[src/rtl/wm8960_pkg.sv]
// Shared definitions for the WM8960 I2C write arbiter.
// Holds the arbiter state encoding, requester index constants, the
// codec's 8-bit write address and a few frequently used register numbers.
package wm8960_pkg;

    typedef enum logic [1:0] {
        IDLE  = 2'd0,
        ISSUE = 2'd1,
        WAIT  = 2'd2,
        GAP   = 2'd3
    } arb_state_t;

    localparam logic [1:0] REQ_INIT = 2'd0;
    localparam logic [1:0] REQ_UART = 2'd1;
    localparam logic [1:0] REQ_KEY  = 2'd2;

    localparam logic [7:0] WM8960_DEV_ADDR = 8'h34;

    localparam logic [6:0] WM8960_REG_LOUT1 = 7'h02;
    localparam logic [6:0] WM8960_REG_ROUT1 = 7'h03;
    localparam logic [6:0] WM8960_REG_RESET = 7'h0F;

endpackage

[src/rtl/wm8960_req_sel.sv]
// Requester selector for the WM8960 I2C arbiter (purely combinational).
// Ports:
//   eligible    - requests that may be served this cycle (bit 0 = init)
//   rr_last     - index of the last successfully served requester among 1/2
//   grant_valid - at least one eligible request
//   grant_idx   - index of the winning requester
module wm8960_req_sel
    import wm8960_pkg::*;
(
    input  logic [2:0] eligible,
    input  logic [1:0] rr_last,
    output logic       grant_valid,
    output logic [1:0] grant_idx
);

    // The init sequencer always wins; UART and key control alternate
    // when both are waiting, favouring whichever was not served last.
    always_comb begin
        grant_valid = |eligible;
        grant_idx   = REQ_INIT;
        if (eligible[0]) begin
            grant_idx = REQ_INIT;
        end else if (eligible[1] && eligible[2]) begin
            grant_idx = (rr_last == REQ_UART) ? REQ_KEY : REQ_UART;
        end else if (eligible[1]) begin
            grant_idx = REQ_UART;
        end else if (eligible[2]) begin
            grant_idx = REQ_KEY;
        end
    end

endmodule

[src/rtl/wm8960_i2c_arbiter.sv]
// Shares the WM8960 I2C register-write master between the init sequencer,
// the UART command decoder and the key volume/mute control.
// Ports:
//   Clk, Rst_n              - clock, asynchronous active-low reset
//   init_done               - until high only requester 0 is eligible
//   req[2:0]                - level requests, held until done/err pulse
//   req_addr0..2, req_data0..2 - 7-bit register / 9-bit data per requester
//   grant_done, grant_err   - one-cycle completion pulses per requester
//   busy                    - arbiter not idle
//   m_go, m_dev_addr, m_byte_hi, m_byte_lo - command to the I2C byte engine
//   m_done, m_ack_err       - transaction end strobe and NACK flag
module wm8960_i2c_arbiter
    import wm8960_pkg::*;
#(
    parameter logic [7:0] DEV_ADDR    = WM8960_DEV_ADDR,
    parameter int          TIMEOUT_CYC = 50000,
    parameter int          RETRY_MAX   = 2,
    parameter int          GAP_CYC     = 100
) (
    input  logic       Clk,
    input  logic       Rst_n,
    input  logic       init_done,
    input  logic [2:0] req,
    input  logic [6:0] req_addr0,
    input  logic [6:0] req_addr1,
    input  logic [6:0] req_addr2,
    input  logic [8:0] req_data0,
    input  logic [8:0] req_data1,
    input  logic [8:0] req_data2,
    output logic [2:0] grant_done,
    output logic [2:0] grant_err,
    output logic       busy,
    output logic       m_go,
    output logic [7:0] m_dev_addr,
    output logic [7:0] m_byte_hi,
    output logic [7:0] m_byte_lo,
    input  logic       m_done,
    input  logic       m_ack_err
);

    localparam int TW = $clog2(TIMEOUT_CYC + 1);
    localparam int GW = $clog2(GAP_CYC + 1);
    localparam int RW = $clog2(RETRY_MAX + 2);

    localparam logic [TW-1:0] TIMER_LAST = TW'(TIMEOUT_CYC - 1);
    localparam logic [GW-1:0] GAP_LAST   = GW'(GAP_CYC - 1);
    localparam logic [RW-1:0] RETRY_LIM  = RW'(RETRY_MAX);

    arb_state_t    state, state_n;
    logic [1:0]    idx, idx_n;
    logic [1:0]    rr_last, rr_last_n;
    logic [RW-1:0] retry_cnt, retry_cnt_n;
    logic          retry_flag, retry_flag_n;
    logic [TW-1:0] timer, timer_n;
    logic [GW-1:0] gap_cnt, gap_cnt_n;
    logic [7:0]    byte_hi_n, byte_lo_n;
    logic          go_n;
    logic [2:0]    done_n, err_n;

    logic [2:0]    eligible;
    logic          sel_valid;
    logic [1:0]    sel_idx;
    logic [6:0]    sel_addr;
    logic [8:0]    sel_data;

    assign eligible   = req & {init_done, init_done, 1'b1};
    assign busy       = (state != IDLE);
    assign m_dev_addr = DEV_ADDR;

    wm8960_req_sel u_req_sel (
        .eligible    (eligible),
        .rr_last     (rr_last),
        .grant_valid (sel_valid),
        .grant_idx   (sel_idx)
    );

    // Operands of the current winner, latched only in IDLE so later
    // changes on the request inputs cannot disturb a transaction.
    always_comb begin
        sel_addr = req_addr0;
        sel_data = req_data0;
        case (sel_idx)
            REQ_UART: begin
                sel_addr = req_addr1;
                sel_data = req_data1;
            end
            REQ_KEY: begin
                sel_addr = req_addr2;
                sel_data = req_data2;
            end
            default: begin
                sel_addr = req_addr0;
                sel_data = req_data0;
            end
        endcase
    end

    // Next-state and next-output logic. All outputs are registered, so
    // m_go rises two edges after a request appears in IDLE and the
    // grant pulses follow the edge that samples m_done.
    always_comb begin
        state_n      = state;
        idx_n        = idx;
        rr_last_n    = rr_last;
        retry_cnt_n  = retry_cnt;
        retry_flag_n = retry_flag;
        timer_n      = timer;
        gap_cnt_n    = gap_cnt;
        byte_hi_n    = m_byte_hi;
        byte_lo_n    = m_byte_lo;
        go_n         = 1'b0;
        done_n       = 3'b000;
        err_n        = 3'b000;

        case (state)
            IDLE: begin
                if (sel_valid) begin
                    idx_n       = sel_idx;
                    byte_hi_n   = {sel_addr, sel_data[8]};
                    byte_lo_n   = sel_data[7:0];
                    retry_cnt_n = '0;
                    state_n     = ISSUE;
                end
            end
            ISSUE: begin
                go_n    = 1'b1;
                timer_n = '0;
                state_n = WAIT;
            end
            WAIT: begin
                timer_n = timer + 1'b1;
                // m_done takes precedence over a coincident timeout
                if (m_done) begin
                    gap_cnt_n = '0;
                    state_n   = GAP;
                    if (!m_ack_err) begin
                        done_n       = 3'b001 << idx;
                        retry_flag_n = 1'b0;
                        if (idx != REQ_INIT) begin
                            rr_last_n = idx;
                        end
                    end else if (retry_cnt < RETRY_LIM) begin
                        retry_cnt_n  = retry_cnt + 1'b1;
                        retry_flag_n = 1'b1;
                    end else begin
                        err_n        = 3'b001 << idx;
                        retry_flag_n = 1'b0;
                    end
                end else if (timer == TIMER_LAST) begin
                    err_n        = 3'b001 << idx;
                    retry_flag_n = 1'b0;
                    gap_cnt_n    = '0;
                    state_n      = GAP;
                end
            end
            GAP: begin
                // Gives the served requester time to drop req before
                // IDLE looks at the request vector again.
                if (gap_cnt == GAP_LAST) begin
                    gap_cnt_n    = '0;
                    retry_flag_n = 1'b0;
                    state_n      = retry_flag ? ISSUE : IDLE;
                end else begin
                    gap_cnt_n = gap_cnt + 1'b1;
                end
            end
            default: begin
                state_n = IDLE;
            end
        endcase
    end

    // State and output registers; reset abandons any transfer silently.
    always_ff @(posedge Clk or negedge Rst_n) begin
        if (!Rst_n) begin
            state      <= IDLE;
            idx        <= REQ_INIT;
            rr_last    <= REQ_KEY;
            retry_cnt  <= '0;
            retry_flag <= 1'b0;
            timer      <= '0;
            gap_cnt    <= '0;
            m_byte_hi  <= 8'h00;
            m_byte_lo  <= 8'h00;
            m_go       <= 1'b0;
            grant_done <= 3'b000;
            grant_err  <= 3'b000;
        end else begin
            state      <= state_n;
            idx        <= idx_n;
            rr_last    <= rr_last_n;
            retry_cnt  <= retry_cnt_n;
            retry_flag <= retry_flag_n;
            timer      <= timer_n;
            gap_cnt    <= gap_cnt_n;
            m_byte_hi  <= byte_hi_n;
            m_byte_lo  <= byte_lo_n;
            m_go       <= go_n;
            grant_done <= done_n;
            grant_err  <= err_n;
        end
    end

endmodule

[config.mk]
export PLATFORM = sky130hd
export DESIGN_NAME = wm8960_i2c_arbiter
export DESIGN_NICKNAME = d
export VERILOG_FILES = /design/src/rtl/wm8960_pkg.sv /design/src/rtl/wm8960_req_sel.sv /design/src/rtl/wm8960_i2c_arbiter.sv
export SDC_FILE = /design/constraint.sdc
export NUM_CORES = 1
export LEC_CHECK = 0
export BUFFER_PORTS_ARGS = -buffer_cell sky130_fd_sc_hd__buf_2
export CAP_MARGIN = 40
export CORE_MARGIN = 2
export CORE_UTILIZATION = 52
export CTS_CLUSTER_SIZE = 28
export DETAILED_ROUTE_END_ITERATION = 10
export PLACE_DENSITY = 0.81
export RECOVER_POWER = 100
export SETUP_SLACK_MARGIN = 0.2
export SLEW_MARGIN = 20
export SYNTH_ARGS = -nofsm -noshare
export SYNTH_HDL_FRONTEND = slang
export SYNTH_SLANG_ARGS = --single-unit
[constraint.sdc]
create_clock -name Clk -period 2.9 [get_ports Clk]
set_input_delay 0.145 -clock Clk [delete_from_list [all_inputs] [get_ports Clk]]
set_output_delay 0.145 -clock Clk [all_outputs]
set_load 0.01 [all_outputs]
==> impl_metrics.ini <==
[outcome]
status = finished clean

[yosys]
synth_top_family_by_area = simple AND/OR/NAND/NOR gates
async_flop_share_pct = 100.0
yosys_warnings = 0
yosysSeqAreaShare_pct = 46.12
ys_types = 47
yosys_most_used_dff = dfrtp_1
synthSimpleGateAreaFrac_pct = 21.03
ys_seq_elements = 55
syn-instance-count = 324
synth_edf_count = 0
synth_fa_ha_area_share_pct = 3.770
synth-compound-area-share_pct = 17.89
netlist_area_sq_um = 2987
synth-xor-area-share_pct = 2.933
muxShareOfSynthArea_pct = 1.969
syn_area_per_cell_sq_um = 9.218

[cts]
root_buffer = clkbuf_8
post-cts-setup-buffer-count = 0
cts_resized = 0
clock_sinks = 55
cts_max_level = 2
clock_path_buffers = 2
clkLatencyLatePin_ns = 0.30
cts_hold_buf = 1
clkTransAtPathRegs_ns = 0.10
cts_buffers = 5
cts_tree = done

[layout]
fin_nets = 462
area_growth_pct = 15.92
final_cells = 470
num_antenna_cells = 0
design_area_sq_um = 3462
drive_gt1_share_pct = 18.34
final_cell_mix = dfrtp_1 (54), buf_2 (54), o21ai_0 (33), nor2_1 (30), clkbuf_1 (29)

[routing]
post_drt_wl_per_cell_um = 13.20
drt_iter0_markers = 137
via_count = 2529
vias_per_cell = 5.381
wirelength_mm = 6.203
first_pass_iters = 4
route.antenna.remaining_nets = 0
drc = 0

[floorplan]
dieHeight_um = 79.79
die_x_um = 79.79
ios = 88
start_util_pct = 53.91
die_area_sq_um = 6366
num_rows = 27
core_sq_um = 5540

[worst_setup_path]
arrival_ns = 2.32
max_stage_delay_ns = 0.92
path_cells = inv_1, ha_1, o21ai_0, clkbuf_1, o21ai_0
cp_common_cell = o21ai_0
crit_type = flop to flop
crit_path_end_kind = flop
crit_required_ns = 3.04
critPathSlowestCell = clkbuf_1
startpoint_type = flop
crit_fanout = 36

[sta]
tns_ns = 0
finClkSkew_ns = 0.005805
worst_pin_slew_ns = 1.222
finalCriticalPeriod_ns = 2.184
timing.slew.headroom_pct = 18.53
hold_viol_final = 0
max_freq_mhz = 457.8
period_share_pct = 75.33
slew_violations = 0
rsz0062_at_grt = false
setup_violations = 0

[place]
place_inst = 461
io_buffers = 79
post_dp_cell_area_sq_um = 3405
dpl.hpwl_mm = 4.642
place_congestion = 0.8055

[pwr]
ir_drop_mv = 0.3827
power_frac_clock_pct = 19.4
internal-power_mw = 1.588
p_total_mw = 2.569
powerDensity_nw_per_um2 = 742.2
seqPwrFrac_pct = 43.0
pwr-share-comb_pct = 37.6
switching_share_pct = 38.21
p_sw_uw = 981.8
leakagePower_nw = 1.593

[flow_run]
cap_violations = 0

[grt]
overflow = 0
grt_antenna_before_repair = 0
grt.total_usage_pct = 21.46
grt_pass1_wl_mm = 10.99
grt_pass1_vias = 2555
grt_max_degree = 38

[worst_hold_path]
hold_path_class = input port to flop
state kept, by name, summed over array words and instances, names as in the netlist:
signal / flops
timer: 16
m_byte_hi: 8
m_byte_lo: 8
gap_cnt: 7
grant_done: 3
grant_err: 3
idx: 2
retry_cnt: 2
rr_last: 2
state: 2
m_go: 1
retry_flag: 1
power by group through the flow:
| stage | clock network (mW) | logic [mW] | registers (mW) |
|---|---|---|---|
| 6_report | 0.498 | 0.967 | 1.10 |
| 5_1_grt | 0.551 | 1.10 | 1.13 |
| 4_1_cts | 0.513 | 1.06 | 1.10 |
| 3_5_place_dp | 0 | 1.06 | 1.11 |
| 3_3_place_gp | 0 | 1.01 | 1.10 |
| 2_1_floorplan | 0 | 0.654 | 1.14 |
metal layers:
layer	wire length (um)	global-route usage [%]	up-vias
li1	-	-	1271
met1	2800	27.33	1182
met2	3061	37.56	72
met3	303	4.638	4
met4	38	4.746	0
met5	0	0	-
through the flow:
stage	setup slack, ns	util, %	hold WS (ns)
3_3_place_gp	0.8377	61.45	0.09906
2_1_floorplan	0.8124	-	-0.1506
6_report	0.7156	62.49	0.1206
3_5_place_dp	0.7598	61.45	0.1037
5_1_grt	0.4812	62.49	0.1092
4_1_cts	0.7543	63.62	0.1099
synth_stat cells (3+ instances only):
cell / n / area [sq um]
nand3b_1: 3 / 22.52
nor2_1: 30 / 112.6
o21ai_0: 32 / 160.2
ha_1: 9 / 112.6
a21oi_1: 23 / 115.1
nand4_1: 6 / 37.54
xor2_1: 9 / 78.83
nand3_1: 10 / 50.05
o21a_1: 3 / 22.52
a22oi_1: 16 / 120.1
a22o_1: 3 / 26.28
or3_1: 3 / 18.77
buf_4: 8 / 60.06
nand2_1: 28 / 105.1
nor2b_1: 4 / 25.02
and3_1: 7 / 43.79
clkbuf_1: 16 / 60.06
or2_2: 4 / 25.02
dfrtp_1: 54 / 1351
nor3_1: 4 / 20.02
and4_1: 4 / 35.03
inv_1: 13 / 48.80
mux2_2: 3 / 33.78
worst paths after layout:
| path | end | cells after the start | from | slack, ns |
|---|---|---|---|---|
| worst min register to register | m_byte_hi[6] | 2 | m_byte_hi[6] | 0.48 |
| worst max register to register | m_byte_hi[0] | 5 | state[1] | 0.72 |
| worst min-delay path | m_byte_lo[5] | 3 | req_data0[5] | 0.12 |
| min in group asynchronous | gap_cnt[5] | 2 | Rst_n | 0.52 |
| worst max-delay path | m_byte_hi[0] | 5 | state[1] | 0.72 |
| max in group asynchronous | timer[6] | 3 | Rst_n | 0.98 |
worst max-delay path: cells and delay by family, from the launching register on:
| family | cells | cell delay (ns) |
|---|---|---|
| AOI/OAI and AO/OA | 2 | 0.33 |
| adders and majority gates | 1 | 0.21 |
| buffers and inverters | 2 | 1.03 |
| DFF | 1 | 0.44 |
kinds of logic after synthesis:
group           Yosys count
buf+inv                  38
flops                    55
compound gates           88
xor+xnor                 10
mux                       5
other cells               2
simple gates            117
fa+ha+maj                 9
layout make-up:
| class | count | area (sq um) |
|---|---|---|
| repair buffers | 85 | 397.9 |
| clock buffers | 6 | 72.57 |
| well taps | 72 | 90.09 |
| multi-input cells | 237 | 1438 |
| fillers | 510 | 2078 |
| clock inverters | 2 | 37.54 |
| inverters | 13 | 48.80 |
| flip-flops and latches | 55 | 1378 |
No activity file was read; power rests on OpenSTA's default activity.
